File: src/rtl/change_dispenser_fsm.sv
// Coin-return back end: pays a change amount out as greedy 25/10/5 eject
// pulses, tracks the inventory of each coin tube and flags a shortfall when
// exact change cannot be paid from the coins on hand.
module change_dispenser_fsm #(
  parameter int AMT_W     = 8,
  parameter int TUBE_W    = 6,
  parameter int Q_INIT    = 10,
  parameter int D_INIT    = 10,
  parameter int N_INIT    = 10,
  parameter int PULSE_GAP = 1
) (
  input  logic              clk,
  input  logic              rst,
  input  logic              change_valid,
  input  logic [AMT_W-1:0]  change_amt,
  input  logic              refill,
  output logic              busy,
  output logic              eject25,
  output logic              eject10,
  output logic              eject5,
  output logic              done,
  output logic              short,
  output logic [AMT_W-1:0]  remaining,
  output logic [TUBE_W-1:0] q_cnt,
  output logic [TUBE_W-1:0] d_cnt,
  output logic [TUBE_W-1:0] n_cnt
);

  typedef enum logic [2:0] {IDLE, SELECT, PULSE, GAP, DONE} state_t;

  localparam int GAP_W = (PULSE_GAP > 1) ? $clog2(PULSE_GAP) : 1;
  localparam logic [GAP_W-1:0] GAP_LAST = GAP_W'((PULSE_GAP > 0) ? PULSE_GAP - 1 : 0);

  localparam logic [AMT_W-1:0] C25 = AMT_W'(25);
  localparam logic [AMT_W-1:0] C10 = AMT_W'(10);
  localparam logic [AMT_W-1:0] C5  = AMT_W'(5);

  localparam logic [TUBE_W-1:0] Q_RST = TUBE_W'(Q_INIT);
  localparam logic [TUBE_W-1:0] D_RST = TUBE_W'(D_INIT);
  localparam logic [TUBE_W-1:0] N_RST = TUBE_W'(N_INIT);

  state_t            state, state_nx;
  logic [GAP_W-1:0]  gap_cnt, gap_nx;
  logic [AMT_W-1:0]  rem_nx;
  logic [TUBE_W-1:0] q_nx, d_nx, n_nx;
  logic              e25_nx, e10_nx, e5_nx;
  logic              busy_nx, done_nx, short_nx;

  // Next-state, datapath and next-output logic; all outputs are registered
  // from these so every output is a clean Moore flop.
  always_comb begin
    state_nx = state;
    gap_nx   = gap_cnt;
    rem_nx   = remaining;
    q_nx     = q_cnt;
    d_nx     = d_cnt;
    n_nx     = n_cnt;
    e25_nx   = 1'b0;
    e10_nx   = 1'b0;
    e5_nx    = 1'b0;
    case (state)
      IDLE: begin
        if (change_valid) begin
          rem_nx   = change_amt;
          state_nx = SELECT;
        end else if (refill) begin
          q_nx = Q_RST;
          d_nx = D_RST;
          n_nx = N_RST;
        end
      end
      SELECT: begin
        if (remaining >= C25 && q_cnt != '0) begin
          e25_nx   = 1'b1;
          rem_nx   = remaining - C25;
          q_nx     = q_cnt - 1'b1;
          state_nx = PULSE;
        end else if (remaining >= C10 && d_cnt != '0) begin
          e10_nx   = 1'b1;
          rem_nx   = remaining - C10;
          d_nx     = d_cnt - 1'b1;
          state_nx = PULSE;
        end else if (remaining >= C5 && n_cnt != '0) begin
          e5_nx    = 1'b1;
          rem_nx   = remaining - C5;
          n_nx     = n_cnt - 1'b1;
          state_nx = PULSE;
        end else begin
          state_nx = DONE;
        end
      end
      PULSE: begin
        gap_nx = '0;
        if (PULSE_GAP > 0) state_nx = GAP;
        else               state_nx = SELECT;
      end
      GAP: begin
        if (gap_cnt == GAP_LAST) state_nx = SELECT;
        else                     gap_nx   = gap_cnt + 1'b1;
      end
      DONE:    state_nx = IDLE;
      default: state_nx = IDLE;
    endcase
    busy_nx  = (state_nx != IDLE);
    done_nx  = (state_nx == DONE);
    short_nx = (state_nx == DONE) && (rem_nx != '0);
  end

  // State, datapath and output registers; reset aborts any payout and
  // reloads the tubes without reporting what was already paid.
  always_ff @(posedge clk) begin
    if (rst) begin
      state     <= IDLE;
      gap_cnt   <= '0;
      remaining <= '0;
      q_cnt     <= Q_RST;
      d_cnt     <= D_RST;
      n_cnt     <= N_RST;
      eject25   <= 1'b0;
      eject10   <= 1'b0;
      eject5    <= 1'b0;
      busy      <= 1'b0;
      done      <= 1'b0;
      short     <= 1'b0;
    end else begin
      state     <= state_nx;
      gap_cnt   <= gap_nx;
      remaining <= rem_nx;
      q_cnt     <= q_nx;
      d_cnt     <= d_nx;
      n_cnt     <= n_nx;
      eject25   <= e25_nx;
      eject10   <= e10_nx;
      eject5    <= e5_nx;
      busy      <= busy_nx;
      done      <= done_nx;
      short     <= short_nx;
    end
  end

endmodule

File: config.mk
export PLATFORM = sky130hd
export DESIGN_NAME = change_dispenser_fsm
export DESIGN_NICKNAME = d
export VERILOG_FILES = /design/src/rtl/change_dispenser_fsm.sv
export SDC_FILE = /design/constraint.sdc
export NUM_CORES = 1
export LEC_CHECK = 0
export ABC_CLOCK_PERIOD_IN_PS = 2400
export BUFFER_PORTS_ARGS = -buffer_cell sky130_fd_sc_hd__clkbuf_2
export CAP_MARGIN = 0
export CORE_ASPECT_RATIO = 0.5
export CORE_MARGIN = 5
export CORE_UTILIZATION = 39
export CTS_CLUSTER_DIAMETER = 30
export DETAILED_ROUTE_END_ITERATION = 8
export GPL_ROUTABILITY_DRIVEN = 0
export PLACE_DENSITY_LB_ADDON = 0.25
export SYNTH_ARGS = -nofsm -noshare
export SYNTH_HDL_FRONTEND = slang
export SYNTH_SLANG_ARGS = --single-unit
export TNS_END_PERCENT = 20
File: constraint.sdc
create_clock -name clk -period 2.4 [get_ports clk]
set_input_delay 0.48 -clock clk [delete_from_list [all_inputs] [get_ports clk]]
set_output_delay 0.48 -clock clk [all_outputs]
set_load 0.02 [all_outputs]
==> reports/qor.csv <==
stage,metric,value,unit
finish,final_common_cell,buf_4,
sta,setup_viol,1,
place,hpwlAfterDp,4.99,mm
power_and_ir_drop,combinationalPowerShare,47.1,%
clock_tree,clock_latency,0.29,ns
global_routing,antenna_found_initial,0,
power_and_ir_drop,ir_drop,0.414,mV
sta,tightest_slew,0.408,ns
sta,slew-limit-headroom,72.8,%
min_path,worstHoldPathType,register to register,
clock_tree,numCtsBuffers,5,
yosys,ys_seq_area_share,32.9,%
floorplanning,die_h,62.3,um
yosys,syn_area,0.00213,mm^2
detailed_routing,routed_wl,6.55,mm
yosys,synth_warnings,0,
sta,period_share,104,%
clock_tree,cts.sinks,35,
yosys,netlist_instances,257,
worst_setup_path,startpoint_type,register,
floorplanning,io_pins,44,
finish,mostFrequentLayoutCells,"buf_4 (60), clkbuf_2 (43), nor2_1 (34)",
clock_tree,cts_tree,done,
yosys,synth_edf_count,0,
floorplanning,die-width,115,um
power_and_ir_drop,clkPwrFrac,23.3,%
detailed_routing,drt_iter0_markers,142,
clock_tree,root_buffer,clkbuf_8,
finish,drive_gt1_share,42.0,%
power_and_ir_drop,p_int,0.00143,W
sta,rsz0062_at_grt,yes,
finish,synthToLayoutAreaGrowth,44.0,%
sta,max_freq,400,MHz
worst_setup_path,cp-end-kind,register,
place,pre_cts_ws,-0.0946,ns
status,violations,setup timing,
worst_setup_path,cp_max_fo,4,
yosys,async_reset_ff_share,0,%
worst_setup_path,crit_type,register to register,
floorplanning,core,0.00540,mm^2
job,maxCapViolations,0,
yosys,synthDistinctLibCells,57,
worst_setup_path,required,2.59,ns
sta,clock_skew,0.00923,ns
sta,hold_viol,0,
detailed_routing,drtAntennaViolNets,0,
detailed_routing,num_vias,2305,
global_routing,use_met3,4.17,%
sta,finalMaxSlewViolations,0,
place,portBuffers,43,
floorplanning,initial_core_util,39.5,%
yosys,ys_ff_latch,35,
global_routing,grt_util_met1,24.7,%
global_routing,grt_pass1_vias,2188,
power_and_ir_drop,p_leak,1.39,nW
global_routing,gr-total-overflow,0,
floorplanning,row_count,19,
detailed_routing,avgViaCountPerCell,5.36,
detailed_routing,drc,0,
detailed_routing,dr.pass1.iters,4,
worst_setup_path,critPathArrivalTime,2.69,ns
floorplanning,fp.dieArea,0.00713,mm^2
detailed_routing,wl_per_cell,15.2,um
power_and_ir_drop,p_per_area,746,mW/mm^2
yosys,syn-num-nets,280,
yosys,syn_avg_cell_area,8.29,um^2
power_and_ir_drop,p_switching,0.000854,W
status,status,finished with violations,
global_routing,globalRouteMet2Util,30.3,%
clock_tree,cts_max_path_buffers,2,
clock_tree,path_clk_slew,0.08,ns
power_and_ir_drop,swShare,37.3,%
sta,setup_ws,-0.0998,ns
power_and_ir_drop,seqPwrFrac,29.5,%
finish,final_nets,380,
sta,hold_ws,0.494,ns
global_routing,grt_max_degree,21,
yosys,synth_ff_type,dfxtp_1,
sta,layout_min_cycle_time,2.50,ns
global_routing,grt_busiest_layer,met2,
clock_tree,htreeDepth,2,
global_routing,grt.total_usage,18.5,%
global_routing,grt_pass1_wl,10.7,mm
finish,diodes,0,
-- through the flow --
step                      std cells  utilization (%)  instance area [um^2]  power, W  setup TNS, ns
after floorplan                 257                -                  2160   0.00128        -0.0609
after global placement          418             52.3                  2820   0.00162        -0.0117
after detailed placement        418             52.3                  2820   0.00163        -0.0946
after CTS                       427             55.7                  3010   0.00224        -0.0763
after global routing            430             56.8                  3070   0.00242         -0.466
final                           430             56.8                  3070   0.00229        -0.0998
-- cell type report --
type | instances | area [um^2]
clock buffer | 5 | 68.8
clock inverter | 2 | 36.3
fill | 495 | 2330
inverter | 12 | 45.0
multi-input combinational | 200 | 1450
sequential | 35 | 711
tap | 73 | 91.3
timing repair buffer | 103 | 666
-- routing by layer --
layer  share of wire, %  routed length (um)  up-vias
met5                  0                   0        -
met4                1.0                  67        0
met3                6.3                 414       11
met2                 47                3070       72
met1                 46                3000     1101
li1                   -                   -     1121
-- path summary, 6_finish.rpt --
path	slack, ns	depth (start not counted)	startpoint	end
min	0.49	1	state[2]	state[1]
min reg2reg	0.49	1	state[2]	state[1]
max	-0.1	11	remaining[1]	short
max reg2reg	-0.1	11	remaining[1]	short
-- flip-flops by register name, summed over array words and instances (netlist names) --
signal / cells
done: 1
state: 3
q_cnt: 6
eject5: 1
n_cnt: 6
d_cnt: 6
short: 1
busy: 1
eject10: 1
remaining: 8
eject25: 1
-- what timing repair did --
action                                  in CTS  in global routing
setup buffers                                2                  3
pin swaps                                    4                  6
endpoints found under the setup margin       1                 13
gates resized for setup                     10                 10
hold buffers                                 0                  0
-- power by group through the flow --
| stage | Clock, W | Sequential, W | Combinational [W] |
|---|---|---|---|
| finish | 0.000534 | 0.000676 | 0.00108 |
| global route | 0.000573 | 0.000682 | 0.00116 |
| CTS | 0.000545 | 0.000674 | 0.00102 |
| detailed placement | 0 | 0.000685 | 0.000946 |
| global placement | 0 | 0.000683 | 0.000936 |
| floorplan | 0 | 0.000740 | 0.000537 |
-- cells in the mapped netlist, types with 3 or more instances --
master	instances	area share, %
nor2_1	35	6.2
a211oi_1	3	1.1
o21ai_0	5	1.2
a21oi_1	7	1.6
nor2b_1	5	1.5
mux2i_1	5	2.4
o22ai_1	5	1.5
o31ai_1	3	1.1
xor2_1	11	4.5
nand2_1	23	4.1
clkbuf_1	4	0.70
dfxtp_1	35	33
a221o_1	3	1.4
inv_1	12	2.1
nand3_1	6	1.4
buf_2	4	0.94
xnor2_1	6	2.5
or3_1	3	0.88
nor4_1	6	1.8
and2_1	5	1.5
nand2b_1	4	1.2
ha_1	11	6.5
nor3_1	10	2.4
nand4_1	3	0.88
-- logic make-up after synthesis --
| logic type | count (synthesis) | share of synthesized area, % |
|---|---|---|
| adders and majority gates | 11 | 6.46 |
| AOI/OAI and AO/OA | 51 | 18.4 |
| muxes | 6 | 2.88 |
| DFF | 35 | 32.9 |
| buffers and inverters | 22 | 4.64 |
| and+or+nand+nor | 115 | 27.7 |
| xor gates and xnor gates | 17 | 6.99 |
-- worst max-delay path, stage by stage (launching register included) --
cell and delay, ns:
dfxtp_4 0.37, inv_2 0.05, ha_2 0.18, and2b_1 0.21
o211ai_2 0.12, a41o_2 0.31, buf_4 0.15, o41ai_4 0.24
xnor2_1 0.13, o21ai_2 0.19, o2111ai_1 0.14, o31a_1 0.31
Note: power is estimated with default switching activity, not from simulation.
